`src/rtl/wb_register_pkg.sv`:
```
// Shared types and helpers for the Wishbone register bank.
// Register mode encoding, mode lookup and byte-lane count.
package wb_register_pkg;

  typedef enum logic [1:0] {
    REG_RW  = 2'd0,
    REG_RO  = 2'd1,
    REG_W1C = 2'd2
  } reg_mode_t;

  // Upper bound on register count accepted by get_mode.
  localparam int MAX_REGS = 256;

  function automatic int lane_count(input int dw);
    return dw / 8;
  endfunction

  // Code 3 is reserved and behaves as read-only.
  function automatic reg_mode_t get_mode(
    input logic [2*MAX_REGS-1:0] modes,
    input int                    i
  );
    logic [1:0] code;
    code = modes[2*i +: 2];
    unique case (code)
      2'd0:    return REG_RW;
      2'd2:    return REG_W1C;
      default: return REG_RO;
    endcase
  endfunction

endpackage

```
`src/rtl/wb_register_bank_cell.sv`:
```
// One register: byte-lane write, W1C clear with hw set, or RO hold.
// Ports: clk, reset, wr (write hit), sel, wdata, hw_set, q.
module wb_reg_cell
  import wb_register_pkg::*;
#(
  parameter int                    DATA_WIDTH = 32,
  parameter reg_mode_t             MODE       = REG_RW,
  parameter logic [DATA_WIDTH-1:0] RESET_VAL  = '0
) (
  input  logic                    clk,
  input  logic                    reset,
  input  logic                    wr,
  input  logic [DATA_WIDTH/8-1:0] sel,
  input  logic [DATA_WIDTH-1:0]   wdata,
  input  logic [DATA_WIDTH-1:0]   hw_set,
  output logic [DATA_WIDTH-1:0]   q
);

  localparam int LANES = lane_count(DATA_WIDTH);

  logic [DATA_WIDTH-1:0] mask;
  logic [DATA_WIDTH-1:0] clr;

  always_comb begin
    mask = '0;
    for (int k = 0; k < LANES; k++) begin
      mask[8*k +: 8] = {8{sel[k]}};
    end
    clr = wr ? (wdata & mask) : '0;
  end

  // Set is OR-ed after the clear so a same-cycle set wins.
  always_ff @(posedge clk) begin
    if (reset) begin
      q <= RESET_VAL;
    end else begin
      unique case (MODE)
        REG_RW: begin
          if (wr) q <= (q & ~mask) | (wdata & mask);
        end
        REG_W1C: q <= (q & ~clr) | hw_set;
        default: q <= q;
      endcase
    end
  end

endmodule

```
`src/rtl/wb_register_bank.sv`:
```
// Wishbone slave exposing NUM_REGS RW/RO/W1C registers.
// Ports: Wishbone slave (cyc/stb/we/sel/adr/dat/ack/err), reg_q, hw_status_i, hw_set_i.
module wb_register_bank
  import wb_register_pkg::*;
#(
  parameter int                               DATA_WIDTH = 32,
  parameter int                               NUM_REGS   = 8,
  parameter int                               ADDR_WIDTH = 8,
  parameter int                               BASE_ADDR  = 0,
  parameter logic [2*NUM_REGS-1:0]            REG_MODE   = '0,
  parameter logic [NUM_REGS*DATA_WIDTH-1:0]   RESET_VAL  = '0
) (
  input  logic                           clk,
  input  logic                           reset,
  input  logic                           cyc_i,
  input  logic                           stb_i,
  input  logic                           we_i,
  input  logic [DATA_WIDTH/8-1:0]        sel_i,
  input  logic [ADDR_WIDTH-1:0]          adr_i,
  input  logic [DATA_WIDTH-1:0]          dat_i,
  output logic [DATA_WIDTH-1:0]          dat_o,
  output logic                           ack_o,
  output logic                           err_o,
  output logic [NUM_REGS*DATA_WIDTH-1:0] reg_q,
  input  logic [NUM_REGS*DATA_WIDTH-1:0] hw_status_i,
  input  logic [NUM_REGS*DATA_WIDTH-1:0] hw_set_i
);

  logic [ADDR_WIDTH-1:0] off;
  logic                  hit;
  logic                  req;
  logic [DATA_WIDTH-1:0] rdata;
  logic [DATA_WIDTH-1:0] view [NUM_REGS];

  assign off = adr_i - ADDR_WIDTH'(BASE_ADDR);
  assign hit = 32'(off) < 32'(NUM_REGS);
  // Blocking on a pending response forces an idle cycle on a held strobe.
  assign req = cyc_i & stb_i & ~ack_o & ~err_o;

  for (genvar i = 0; i < NUM_REGS; i++) begin : g_reg
    localparam reg_mode_t M =
      get_mode((2*MAX_REGS)'(REG_MODE), i);
    logic [DATA_WIDTH-1:0] q;
    logic                  wr;

    assign wr = req & we_i & hit & (off == ADDR_WIDTH'(i));

    wb_reg_cell #(
      .DATA_WIDTH (DATA_WIDTH),
      .MODE       (M),
      .RESET_VAL  (RESET_VAL[i*DATA_WIDTH +: DATA_WIDTH])
    ) u_cell (
      .clk    (clk),
      .reset  (reset),
      .wr     (wr),
      .sel    (sel_i),
      .wdata  (dat_i),
      .hw_set (hw_set_i[i*DATA_WIDTH +: DATA_WIDTH]),
      .q      (q)
    );

    if (M == REG_RO) begin : g_ro
      assign view[i] = hw_status_i[i*DATA_WIDTH +: DATA_WIDTH];
    end else begin : g_st
      assign view[i] = q;
    end

    assign reg_q[i*DATA_WIDTH +: DATA_WIDTH] = view[i];
  end

  always_comb begin
    rdata = '0;
    for (int i = 0; i < NUM_REGS; i++) begin
      if (off == ADDR_WIDTH'(i)) rdata = view[i];
    end
  end

  always_ff @(posedge clk) begin
    if (reset) begin
      ack_o <= 1'b0;
      err_o <= 1'b0;
      dat_o <= '0;
    end else begin
      ack_o <= req & hit;
      err_o <= req & ~hit;
      if (req & ~we_i) dat_o <= hit ? rdata : '0;
    end
  end

endmodule
```
`config.mk`:
```
export PLATFORM = sky130hd
export DESIGN_NAME = wb_register_bank
export DESIGN_NICKNAME = d
export VERILOG_FILES = /design/src/rtl/wb_register_pkg.sv /design/src/rtl/wb_register_bank_cell.sv /design/src/rtl/wb_register_bank.sv
export SDC_FILE = /design/constraint.sdc
export NUM_CORES = 1
export LEC_CHECK = 0
export BUFFER_PORTS_ARGS = -buffer_cell sky130_fd_sc_hd__buf_2
export CAP_MARGIN = 30
export CORE_AREA = 2 2 329 331
export CTS_BUF_LIST = sky130_fd_sc_hd__clkbuf_8
export CTS_CLUSTER_DIAMETER = 60
export CTS_CLUSTER_SIZE = 14
export DETAILED_ROUTE_END_ITERATION = 10
export DIE_AREA = 0 0 331 333
export HOLD_SLACK_MARGIN = 0.08
export PLACE_DENSITY_LB_ADDON = 0.15
export SYNTH_ARGS = -nofsm -noshare
export SYNTH_HDL_FRONTEND = slang
export SYNTH_SLANG_ARGS = --single-unit
```
`constraint.sdc`:
```
create_clock -name clk -period 1.8 [get_ports clk]
set_input_delay 0.18 -clock clk [delete_from_list [all_inputs] [get_ports clk]]
set_output_delay 0.18 -clock clk [all_outputs]
set_load 0.01 [all_outputs]
```
---- Yosys cells after proc, flatten, opt, wreduce, memory -nomap -nowiden ----
Index checks and enable logic that the tools add are counted.
operators by class
  $lt $le $gt $ge ......................... 1
  equality and inequality tests ........... 7
  mux-type cells .......................... 9
  bitwise logic cells ..................... 38
  reductions and logical operators ........ 1
operator list
  operator            number
  $and 32x32->32      9
  $mux 32             9
  $or 32x32->32       8
  $eq 8x3->1 const B  4
  $not 32->32         1
  $and 1x1->1         16
  $eq 8x2->1 const B  2
  $eq 8x1->1 const B  1
  $logic_not 8->1     1
  $lt 8x4->1 const B  1
  $not 1->1           4
storage, ports and cells
  flip-flop bits (word level) ............. 290
  output and inout bits ................... 290

---- Depth between registers and ports, before layout ----
  depth after elaboration ................. 10
  depth in mapped cells ................... 8
  gate-level depth less buffers ........... 5

---- Modules after synthesis ----
A second synthesis with hierarchy kept.
unflattened totals
  cells, all modules ...................... 1,490
  area, all modules ....................... 15,690.0 um2
modules (own cells, without submodules)
  module            times used  cells an instance  area an instance (um2)  sequential area each (um2)
  wb_reg_cell       8           146                1,559.0                 640.6
  wb_register_bank  1           322                3,218.1                 680.7

---- Worst setup path before layout ----
OpenSTA, ideal clock, no wires.
  kind .................................... flip-flop to flip-flop
  from .................................... reg err_o
  to ...................................... reg (tool-made name)
  arrival ................................. 1,813 ps
  slack ................................... -140 ps
  stages on the path, launching flop included .. 8
  path buffers ............................ 2
  clock period less this slack ............ 1,940 ps
  cell sequence ........................... dfxtp_1 > and4bb_1 > nand4_4 > buf_6 > buf_12 > nor3_4 > mux2i_1 > nor2_1
RTL lines
  element                   RTL line                text
  start: declaration        wb_register_bank.sv:23  output logic err_o,
  start signal: assignment  wb_register_bank.sv:85  err_o <= req & ~hit;

---- Worst setup path in the final report ----
  from .................................... reg err_o
  to ...................................... reg dat_o[0]
between the ends
  longest elaborated chain between the ends .. 3
ends and longest elaborated chain
  element                 RTL line                text
  $not 1->1               wb_register_bank.sv:38  assign req = cyc_i & stb_i & ~ack_o & ~err_o;
  $and 1x1->1             wb_register_bank.sv:38
  $and 1x1->1             wb_register_bank.sv:86  if (req & ~we_i) dat_o <= hit ? rdata : '0;
  end signal: assignment  wb_register_bank.sv:86
  end: declaration        wb_register_bank.sv:21  output logic [DATA_WIDTH-1:0] dat_o,
No other way between the ends.
A chain may end at the register's enable or synchronous reset.

==> out/metrics.yaml <==
status: "complete, but fails checks"
violations: "setup timing"
drtAntennaViolNets: 0
synth.largest_area_cell: "dfxtp_1"
finalMaxSlewViolations: 0
htree_levels: 2
vias: 12148
clk_latency_ps: 690
area_delta_synth_final_pct: 49.8
grt_setup_unrepaired: "true"
drc: 0
relSlewSlack_pct: 51.6
synth_edf_count: 0
cts_buffers: 42
grt_pass1_vias: 12495
design.core.area_um2: 107000
hold_violations: 0
postSynthCellCount: 1413
cts_tree: "built"
start_kind: "register"
critical_path_class: "reg2reg"
power_leakage_uw: 0.00794
finalCritPeriodShare_pct: 106
grt_max_degree: 141
grt_util_all_layers_pct: 13.2
regArea_um2: 5810
dieWidth_um: 331
setup_viol_count_final: 119
dieArea_um2: 110000
critPathRequiredTime_ps: 2370
hpwlAfterDp_um: 57000
wl_per_cell_um: 22.5
finalPower_uw: 14200
wl_um: 74100
synth-main-ff-cell: "dfxtp_1"
placed_area_um2: 17100
final_nets: 2416
synth_seq_cells: 290
maxCapViolations: 0
power_density_nw_per_um2: 747
finClkSkew_ps: 70.9
ys_async_sr_fraction_pct: 0
die_h_um: 333
syn_nets: 1974
drive_gt1_share_pct: 35.2
clk_pin_slew_ps: 80
holdCritPathClass: "in2reg"
cp-end-kind: "register"
cts_buffer_depth: 3
ioPinCount: 851
max-vdd-ir-drop_uv: 438
fin_cells: 3292
fin_util_pct: 17.8
netlist_area_um2: 12700
portBuffers: 338
fill_cells: 12035
slowest_delay_ps: 460
reg2reg_slack_ps: -110
syn_area_per_cell_um2: 8.96
multi_input_area_um2: 6590
critical_path_arrival_ps: 2480
stdcell_area_um2: 19000
clock.fmax_ghz: 0.523
cts_num_sinks: 290
netlist_top_cells_area: "dfxtp_1, mux2i_1, nand2_1"
synth_top_area_share_pct: 45.8
avgViaCountPerCell: 3.69
antenna_found_initial: 10
tightest_slew_ps: 725
gp_congestion: 0.790
std_cell_rows: 120
cts-root-buf: "clkbuf_8"
grt_overflow: 0
yosysWarningCount: 0
firstDrtPassIters: 5
critPathSlowestCell: "or3_4"
drtIter0Drc: 641
worstPathCellList: "and4bb_2, or2b_1, or3_4, buf_12, a21oi_4, a22o_1"
postLayoutSetupSlackWorst_ps: -113
synth.distinct_cells: 41
dp.cells: 3166
seq_area_frac_synth_pct: 45.8
grt_pass1_wl_um: 102000
fin_crit_ps: 1910
worst-path-max-fanout: 7
start_util_pct: 11.9
-- stage by stage --
stage	TNS (ps)	hold slack, ps	worst slack [ps]
CTS	-7720	91.6	-134
finish	-6250	147	-113
global route	-21570	143	-227
global placement	-14050	452	-213
detailed placement	-14230	449	-210
floorplan	-5150	380	-103
-- worst paths after layout --
check / startpoint / end / cells after the start
worst max-delay path: err_o / dat_o[0] / 6
worst min-delay path: adr_i[1] / dat_o[12] / 5
worst max register to register: err_o / dat_o[0] / 6
worst min register to register: dat_o[12] / dat_o[12] / 2
-- cells by family after synthesis --
group | share of synthesized area [%]
compound gates | 13.1
mux | 18.6
flops | 45.8
buf+inv | 3.96
simple gates | 18.5
-- final cells by class --
| class | instances | share of cell area [%] |
|---|---|---|
| clock inverter | 30 | 2.06 |
| sequential | 290 | 30.6 |
| antenna | 1 | 0.0132 |
| inverter | 1 | 0.0198 |
| tap | 1403 | 9.25 |
| timing repair buffer | 520 | 19.9 |
| clock buffer | 47 | 3.41 |
| multi-input combinational | 1000 | 34.7 |
-- report_power, final --
group | leakage (uW) | internal (uW) | switching [uW]
Combinational | 0.00509 | 359 | 661
Clock | 0.000523 | 3440 | 3300
Sequential | 0.00234 | 6410 | 1.93
-- routing by layer --
layer,vias up,wire length (um),global-route usage [%]
met4,6,2030,3.62
met1,5890,29700,15.0
met2,371,34700,21.9
li1,5790,-,-
met3,91,7630,6.24
met5,-,35,0
-- worst max-delay path, delay by kind of cell, from the launching register on --
| kind | cells | cell delay [ps] |
|---|---|---|
| AND/OR/NAND/NOR | 3 | 1050 |
| flip-flops | 1 | 320 |
| AO/OA/AOI/OAI | 2 | 250 |
| buffers and inverters | 1 | 200 |
-- cells in the final DEF, fill, tap and decap left out, types with 9 or more instances in the layout --
cell | Yosys | routed
buf_2 | 13 | 334
dfxtp_1 | 290 | 288
nand2_1 | 225 | 219
nor2_1 | 186 | 185
mux2i_1 | 182 | 182
a21oi_1 | 122 | 100
buf_4 | 0 | 76
o22ai_1 | 51 | 51
clkbuf_8 | 0 | 48
dlygate4sd3_1 | 0 | 44
buf_12 | 1 | 39
mux2_2 | 30 | 30
nor2b_1 | 28 | 28
buf_6 | 1 | 25
a21o_1 | 23 | 23
a211oi_1 | 22 | 22
a22o_1 | 22 | 22
a21oi_2 | 0 | 17
nor3_4 | 12 | 15
o21ai_0 | 29 | 15
nor3_2 | 12 | 10
mux4_2 | 9 | 9
-- timing repair --
| action | 4_1_cts | 5_1_grt |
|---|---|---|
| hold buffers | 44 | 0 |
| pin swaps | 3 | 25 |
| setup buffers | 2 | 1 |
| setup endpoints to repair | 157 | 238 |
| gates cloned | 1 | 0 |
| gates resized for setup | 45 | 47 |
| endpoints found under the hold margin | 273 | 0 |
-- cell usage after synthesis, types with 2 or more instances --
library cell and count:
nand2_1 225, nand3_1 7, nor3_1 3, a211oi_1 22, and2_1 2, buf_1 30, nand4_1 3, or3_1 10
nand2b_1 5, nor4_1 2, o21ai_0 29, a21o_1 23, nor3_4 12, nor3_2 12, mux2i_1 182, nor2_1 186
clkbuf_1 77, mux4_2 9, mux2_2 30, buf_2 13, a21oi_1 122, dfxtp_1 290, o22ai_1 51, o221ai_1 2
a22o_1 22, nor2b_1 28, nor4_4 2
Power figures use the tool's default switching activity.
